`src/rtl/regfile_arbiter_pkg.sv`:
```
// Shared types and default widths for the register-file arbiter slice.
package regfile_arb_pkg;

  localparam int AW_DEF = 2;
  localparam int DW_DEF = 16;

  typedef enum logic [1:0] {
    IDLE   = 2'd0,
    ACCESS = 2'd1,
    RESP   = 2'd2
  } state_t;

endpackage

```
`src/rtl/regfile_arbiter_rr_arbiter.sv`:
```
// Combinational round-robin pick: first asserted request at or after ptr, wrapping modulo NREQ.
module rr_arbiter #(
  parameter int NREQ = 3
) (
  input  logic [NREQ-1:0]         req,
  input  logic [$clog2(NREQ)-1:0] ptr,
  output logic [NREQ-1:0]         grant,
  output logic [$clog2(NREQ)-1:0] idx,
  output logic                    any
);

  localparam int PW = $clog2(NREQ);

  logic [PW-1:0] pos;
  logic          found;

  always_comb begin
    grant = '0;
    idx   = '0;
    found = 1'b0;
    pos   = '0;
    for (int unsigned k = 0; k < NREQ; k++) begin
      pos = PW'((32'(ptr) + k) % NREQ);
      if (!found && req[pos]) begin
        found      = 1'b1;
        grant[pos] = 1'b1;
        idx        = pos;
      end
    end
  end

  assign any = |req;

endmodule

```
`src/rtl/regfile_arbiter.sv`:
```
// Round-robin front end for a single-port register file shared by NREQ requesters.
// Optional per-requester grant counters are enabled with REGFILE_ARB_STATS_EN.
module regfile_arbiter
  import regfile_arb_pkg::*;
#(
  parameter int NREQ = 3,
  parameter int AW   = AW_DEF,
  parameter int DW   = DW_DEF
) (
  input  logic                    clk,
  input  logic                    rst,
  input  logic [NREQ-1:0]         req,
  input  logic [NREQ-1:0]         req_wr,
  input  logic [NREQ*AW-1:0]      req_addr,
  input  logic [NREQ*DW-1:0]      req_wdata,
  output logic [NREQ-1:0]         gnt,
  output logic [NREQ-1:0]         done,
  output logic [DW-1:0]           rsp_rdata,
  output logic                    busy,
  output logic                    rf_sel,
  output logic                    rf_wr,
  output logic [AW-1:0]           rf_addr,
  output logic [DW-1:0]           rf_wdata,
  input  logic [DW-1:0]           rf_rdata
`ifdef REGFILE_ARB_STATS_EN
  ,
  input  logic [$clog2(NREQ)-1:0] stat_sel,
  output logic [15:0]             stat_cnt
`endif
);

  localparam int PW = $clog2(NREQ);

  state_t        state, state_nxt;
  logic [PW-1:0] ptr;
  logic [PW-1:0] win_idx;
  logic [NREQ-1:0] arb_grant;
  logic [PW-1:0]   arb_idx;
  logic            arb_any;

  rr_arbiter #(.NREQ(NREQ)) u_rr (
    .req   (req),
    .ptr   (ptr),
    .grant (arb_grant),
    .idx   (arb_idx),
    .any   (arb_any)
  );

  always_ff @(posedge clk or negedge rst) begin
    if (!rst) state <= IDLE;
    else      state <= state_nxt;
  end

  always_comb begin
    state_nxt = state;
    case (state)
      IDLE:    if (arb_any) state_nxt = ACCESS;
      ACCESS:  state_nxt = RESP;
      RESP:    state_nxt = IDLE;
      default: state_nxt = IDLE;
    endcase
  end

  // The rf_* registers double as the latched request fields, so outputs stay registered.
  always_ff @(posedge clk or negedge rst) begin
    if (!rst) begin
      ptr       <= '0;
      win_idx   <= '0;
      gnt       <= '0;
      done      <= '0;
      busy      <= 1'b0;
      rf_sel    <= 1'b0;
      rf_wr     <= 1'b0;
      rf_addr   <= '0;
      rf_wdata  <= '0;
      rsp_rdata <= '0;
    end else begin
      done <= '0;
      case (state)
        IDLE: begin
          if (arb_any) begin
            gnt      <= arb_grant;
            win_idx  <= arb_idx;
            busy     <= 1'b1;
            rf_sel   <= 1'b1;
            rf_wr    <= req_wr[arb_idx];
            rf_addr  <= req_addr[int'(arb_idx)*AW +: AW];
            rf_wdata <= req_wdata[int'(arb_idx)*DW +: DW];
          end
        end
        ACCESS: begin
          rf_sel <= 1'b0;
          rf_wr  <= 1'b0;
          done   <= gnt;
          if (!rf_wr) rsp_rdata <= rf_rdata;
        end
        RESP: begin
          gnt  <= '0;
          busy <= 1'b0;
          ptr  <= (win_idx == PW'(NREQ-1)) ? '0 : win_idx + 1'b1;
        end
        default: ;
      endcase
    end
  end

`ifdef REGFILE_ARB_STATS_EN
  logic [15:0] grant_cnt [NREQ];

  always_ff @(posedge clk or negedge rst) begin
    if (!rst) begin
      for (int unsigned i = 0; i < NREQ; i++) grant_cnt[i] <= '0;
    end else if (state == RESP && grant_cnt[win_idx] != '1) begin
      grant_cnt[win_idx] <= grant_cnt[win_idx] + 16'd1;
    end
  end

  assign stat_cnt = (int'(stat_sel) < NREQ) ? grant_cnt[stat_sel] : '0;
`endif

endmodule

```
`config.mk`:
```
export PLATFORM = sky130hd
export DESIGN_NAME = regfile_arbiter
export DESIGN_NICKNAME = d
export VERILOG_FILES = /design/src/rtl/regfile_arbiter_pkg.sv /design/src/rtl/regfile_arbiter_rr_arbiter.sv /design/src/rtl/regfile_arbiter.sv
export SDC_FILE = /design/constraint.sdc
export NUM_CORES = 1
export LEC_CHECK = 0
export CORE_ASPECT_RATIO = 1.4
export CORE_UTILIZATION = 46
export DETAILED_ROUTE_END_ITERATION = 8
export PLACE_DENSITY = 0.85
export RECOVER_POWER = 100
export SLEW_MARGIN = 25
export SYNTH_ARGS = -nofsm -noshare
export SYNTH_HDL_FRONTEND = slang
export SYNTH_SLANG_ARGS = --single-unit
```
`constraint.sdc`:
```
create_clock -name clk -period 3.5 [get_ports clk]
set_clock_uncertainty 0.15 [all_clocks]
set_input_delay 0.875 -clock clk [delete_from_list [all_inputs] [get_ports clk]]
set_output_delay 0.875 -clock clk [all_outputs]
set_load 0.02 [all_outputs]
```
# == Word level (Yosys, flattened, before mapping) ==
# Index checks and enable logic that the tools add are counted.
# classes
add_sub_neg,3
n_div,3
n_lt_le_gt_ge,7
n_eq_ne,4
shifts,2
mux,33
n_bitwise,3
reduce_logical,15
# op_table
op,n
"remainder unit 32 x 2 -> 32 bit, second input constant",2
indexed part select 48 x 7 -> 16 bit,1
"remainder unit 2 x 2 -> 32 bit, second input constant",1
two-way mux 3 bit,5
"< comparator 2 x 3 -> 1 bit, second input constant",4
two-way mux 1 bit,11
two-way mux 2 bit,5
binary-select mux 1 bit (select 2 bit),4
AND reduction 2 bit,4
demux 1 bit (select 2 bit),3
"greater-or-equal comparator 2 x 1 -> 1 bit, second input constant",3
bitwise OR 3 bit,2
one-hot mux 1 bit (2 select lines),3
one-hot mux 3 bit (2 select lines),1
indexed part select 6 x 4 -> 2 bit,1
logical AND 1 bit,5
"equality test 2 bit, second input constant",2
one-hot mux 2 bit (2 select lines),1
nonzero test 2 bit,2
"adder 2 x 1 -> 3 bit, second input constant",1
"adder 2 x 2 -> 3 bit, second input constant",1
OR reduction 3 bit,1
"adder 2 x 1 -> 2 bit, second input constant",1
"equality test 2 x 1 -> 1 bit, second input constant",1
4 further kinds,5
# totals
register_bits,49
wordCells,81

# == Depth between registers and ports, before layout ==
# logic_depth
depth_word,14
mapped_depth,10

# == By module ==
# From an unflattened synthesis, not the netlist that was laid out.
# hier_totals
cells_unflattened,205
hier_area_um2,2541.2
# modules_own_cells
module,n_inst,cells_each,area_per_inst_um2
regfile_arbiter,1,166,2268.4
rr_arbiter,1,39,272.8

# == Worst setup path before layout ==
# OpenSTA, ideal clock, no wires.
# synth_path
kind,input -> register
start,in req[1]
end,reg rf_addr[0]
setup_ps,128
t_arrival_ps,2075
required_time_ps,3222
slack_ps,1147
path_stages,8
n_path_buf,3
cell_sequence,buf_2 > mux2i_4 > nor2_2 > o31a_1 > buf_6 > buf_6 > o211ai_2 > nand3_1
# synth_between
elab_chain_len,10
# synth_rtl
item,line,text
"start, declared",regfile_arbiter.sv:12,"input logic [NREQ-1:0] req,"
binary-select mux 1 bit (select 2 bit),regfile_arbiter_rr_arbiter.sv:24,if (!found && req[pos]) begin
two-way mux 1 bit (implied by the code),regfile_arbiter_rr_arbiter.sv:24,
two-way mux 1 bit,regfile_arbiter_rr_arbiter.sv:24,
zero test 1 bit,regfile_arbiter_rr_arbiter.sv:24,
logical AND 1 bit,regfile_arbiter_rr_arbiter.sv:24,
two-way mux 1 bit,regfile_arbiter_rr_arbiter.sv:24,
zero test 1 bit,regfile_arbiter_rr_arbiter.sv:24,
logical AND 1 bit,regfile_arbiter_rr_arbiter.sv:24,
two-way mux 2 bit,regfile_arbiter_rr_arbiter.sv:24,
indexed part select 6 x 4 -> 2 bit,regfile_arbiter.sv:87,rf_addr <= req_addr[int'(arb_idx)*AW +: AW];
"end signal, assigned",regfile_arbiter.sv:87,
"end, declared",regfile_arbiter.sv:22,"output logic [AW-1:0] rf_addr,"
# Several ways; a longest one is shown, not always the timed one. The select of a mux whose other input is x is not followed.
# A chain may end at the register's enable or synchronous reset.

# == Worst setup path after layout ==
# layout_path
start,in req[1]
end,reg rf_wdata[0]
# layout_between
elab_chain_len,10
# layout_rtl
item,line,text
binary-select mux 1 bit (select 2 bit),regfile_arbiter_rr_arbiter.sv:24,
two-way mux 1 bit (implied by the code),regfile_arbiter_rr_arbiter.sv:24,
two-way mux 1 bit,regfile_arbiter_rr_arbiter.sv:24,
zero test 1 bit,regfile_arbiter_rr_arbiter.sv:24,
logical AND 1 bit,regfile_arbiter_rr_arbiter.sv:24,
two-way mux 1 bit,regfile_arbiter_rr_arbiter.sv:24,
zero test 1 bit,regfile_arbiter_rr_arbiter.sv:24,
logical AND 1 bit,regfile_arbiter_rr_arbiter.sv:24,
two-way mux 2 bit,regfile_arbiter_rr_arbiter.sv:24,
indexed part select 48 x 7 -> 16 bit,regfile_arbiter.sv:88,rf_wdata <= req_wdata[int'(arb_idx)*DW +: DW];
"end signal, assigned",regfile_arbiter.sv:88,
"end, declared",regfile_arbiter.sv:23,"output logic [DW-1:0] rf_wdata,"
# Several ways; a longest one is shown, not always the timed one. The select of a mux whose other input is x is not followed.

==> results.json <==
{
  "min_from": "busy$_DFFE_PN0P_",
  "drive_above_1_share_pct": 12.0,
  "cts_hold_buf": 0,
  "synth_enable_flop_cells": 0,
  "ant_nets": 0,
  "peakVddDrop_uv": 449,
  "required_ns": 3.58,
  "ys.flop_type": "dfrtp_1",
  "grt_pass1_vias": 2667,
  "ys_seq_elements": 49,
  "start_util_pct": 47.5,
  "syn_avg_cell_area_sq_um": 10.7,
  "core_sq_um": 5860,
  "clk_latency_ns": 0.30,
  "crit_end": "rf_wdata[0]$_DFFE_PN0P_",
  "rows": 33,
  "hpwlAfterDp_mm": 5.60,
  "cts_buffers": 5,
  "final_area_sq_um": 4000,
  "end_kind": "flop",
  "clockBufferDepth": 2,
  "drv_slew": 0,
  "final-seq-area_sq_um": 1230,
  "place_area_sq_um": 3970,
  "status": "finished clean",
  "antenna_found_initial": 0,
  "tightest_slew_ns": 1.44,
  "vias": 2582,
  "synthMuxAreaShare_pct": 7.99,
  "grt_pass1_wl_mm": 12.0,
  "synthSimpleGateAreaFrac_pct": 18.6,
  "vias_per_cell": 5.80,
  "fin_nets": 456,
  "ys_types": 47,
  "synth-xor-area-share_pct": 0,
  "post_cts_buffers": 0,
  "drc": 0,
  "fin_crit_ns": 3.04,
  "synth_nets": 343,
  "grt_overflow": 0,
  "mostFrequentLayoutCell": "clkdlybuf4s50_1",
  "max_slew_margin_pct": 3.99,
  "synthAdderAreaFrac_pct": 1.80,
  "met1_length_mm": 2.85,
  "synthCells": 261,
  "nFillCells": 479,
  "critPathKind": "primary input to flop",
  "htree_levels": 2,
  "async_flop_share_pct": 100,
  "antennaDiodeCount": 0,
  "route.met3.wl_microns": 385,
  "r2r_slack_ns": 0.88,
  "die_width_microns": 67.8,
  "route.met2.wl_mm": 4.06,
  "setup_viol": 0,
  "post-route-period-util_pct": 86.9,
  "dieArea_sq_um": 6380,
  "drt_iter0_drc": 110,
  "cts.sinks": 49,
  "maxUsedRoutingLayer": "met4",
  "syn_to_final_growth_pct": 43.6,
  "reg2reg_depth": 7,
  "die_h_microns": 94.1,
  "grt_max_degree": 28,
  "hp-class": "flop to flop",
  "gp_congestion": 0.934,
  "multiInputGateArea_sq_um": 1320,
  "rsz0062_at_grt": "no",
  "drv_cap": 0,
  "wirelength_mm": 7.54,
  "track_usage_pct": 24.8,
  "fmax_mhz": 329,
  "cts_root_buf": "clkbuf_8",
  "cts_resized": 0,
  "p_leak_nw": 1.65,
  "drtPass1Iterations": 4,
  "finalHoldViolations": 0,
  "cp_max_fo": 24,
  "cts_tree": "yes",
  "arrival_ns": 3.13,
  "clk_pin_slew_ns": 0.09,
  "wl_per_cell_microns": 17.0,
  "yosysSeqAreaShare_pct": 44.0,
  "synth_compound_area_share_pct": 20.8,
  "tns_ns": 0,
  "netlist_area_sq_um": 2790,
  "mostFrequentLayoutCells": "75 x clkdlybuf4s50_1, 49 x dfrtp_1, 44 x dlygate4sd3_1",
  "cp-start-kind": "primary input",
  "power_density_nw_per_um2": 881,
  "io_pins": 121,
  "place.port_buffers": 120,
  "synth_top_family_by_area": "compound AO/OA/AOI/OAI gates",
  "reg2reg_to": "rf_wdata[0]$_DFFE_PN0P_",
  "ys_warn_count": 0,
  "reg2reg_from": "ptr[1]$_DFFE_PN0P_",
  "setup.worst_path.start": "req[1]"
}
[power breakdown]
| part | switching [mW] | internal, mW |
|---|---|---|
| Combinational | 1.25 | 0.946 |
| Clock | 0.203 | 0.146 |
| Sequential | 0.148 | 0.838 |
| Total | 1.60 | 1.93 |
[how the worst min path moves through the flow]
stage,slack (ns),depth (start not counted),to
2_1_floorplan,0.30,1,ptr[0]$_DFFE_PN0P_
3_3_place_gp,0.31,2,rf_sel$_DFFE_PN0P_
3_5_place_dp,0.31,2,busy$_DFFE_PN0P_
4_1_cts,0.34,2,busy$_DFFE_PN0P_
5_1_grt,0.36,1,ptr[0]$_DFFE_PN0P_
6_report,0.33,2,busy$_DFFE_PN0P_
[critical path: stages]
cell           delay (ns)
dlygate4sd3_1        0.75
nor3_1               0.13
or3_4                0.48
nor3_4               0.29
buf_4                0.32
nand4_1              0.15
nand3_1              0.12
[sequential cells by signal, indices dropped and copies added, names as in the netlist]
register and cells:
rf_wdata 16, rf_sel 1, rf_wr 1, gnt 3, done 3, rsp_rdata 16, rf_addr 2, win_idx 2
state 2, ptr 2, busy 1
[through the flow]
stage	power [mW]	hold WS (ns)	worst slack, ns	utilization [%]	instances
finish	3.53	0.329	0.458	68.3	445
global route	3.77	0.363	0.340	68.3	445
CTS	3.69	0.337	0.507	69.3	445
detailed placement	3.34	0.314	0.190	67.7	437
global placement	3.26	0.310	0.261	67.7	437
floorplan	2.55	0.298	1.15	-	261
[final cells by class]
cell class | instances | area share, %
Clock inverter | 3 | 0.625
Multi-Input combinational cell | 183 | 33.1
Inverter | 7 | 0.656
Timing Repair Buffer | 128 | 31.1
Clock buffer | 5 | 1.72
Sequential cell | 49 | 30.6
Tap cell | 70 | 2.19
[synth_stat cells (2+ instances only)]
| cell | n | area [sq um] |
|---|---|---|
| nor2_2 | 2 | 12.5 |
| nor2b_1 | 2 | 12.5 |
| or3_4 | 2 | 22.5 |
| nor2_1 | 4 | 15.0 |
| mux2i_1 | 2 | 20.0 |
| o21ai_0 | 5 | 25.0 |
| dfrtp_1 | 49 | 1230 |
| nand3_1 | 21 | 105 |
| nand4_1 | 19 | 119 |
| and2_1 | 4 | 25.0 |
| inv_1 | 6 | 22.5 |
| buf_6 | 8 | 90.1 |
| a21oi_1 | 7 | 35.0 |
| o21ai_1 | 3 | 15.0 |
| clkbuf_1 | 2 | 7.51 |
| a2bb2oi_1 | 18 | 158 |
| buf_2 | 9 | 45.0 |
| nand2b_1 | 5 | 31.3 |
| nand3b_1 | 2 | 15.0 |
| nand2_1 | 27 | 101 |
| o31ai_1 | 2 | 15.0 |
| ha_1 | 4 | 50.1 |
| o211ai_2 | 10 | 125 |
| buf_4 | 2 | 15.0 |
| mux2_2 | 16 | 180 |
| o211ai_1 | 9 | 67.6 |
[routing by layer]
| layer | global-route usage, % | vias up |
|---|---|---|
| met4 | 10.1 | 0 |
| met5 | 0 | - |
| met1 | 29.1 | 1249 |
| met2 | 43.6 | 113 |
| met3 | 4.00 | 24 |
| li1 | - | 1196 |
[cells by family after synthesis]
group / after synthesis
mux: 19
fa+ha+maj: 4
flops: 49
buf+inv: 29
compound gates: 65
simple gates: 95
No activity file was read; power rests on OpenSTA's default activity.
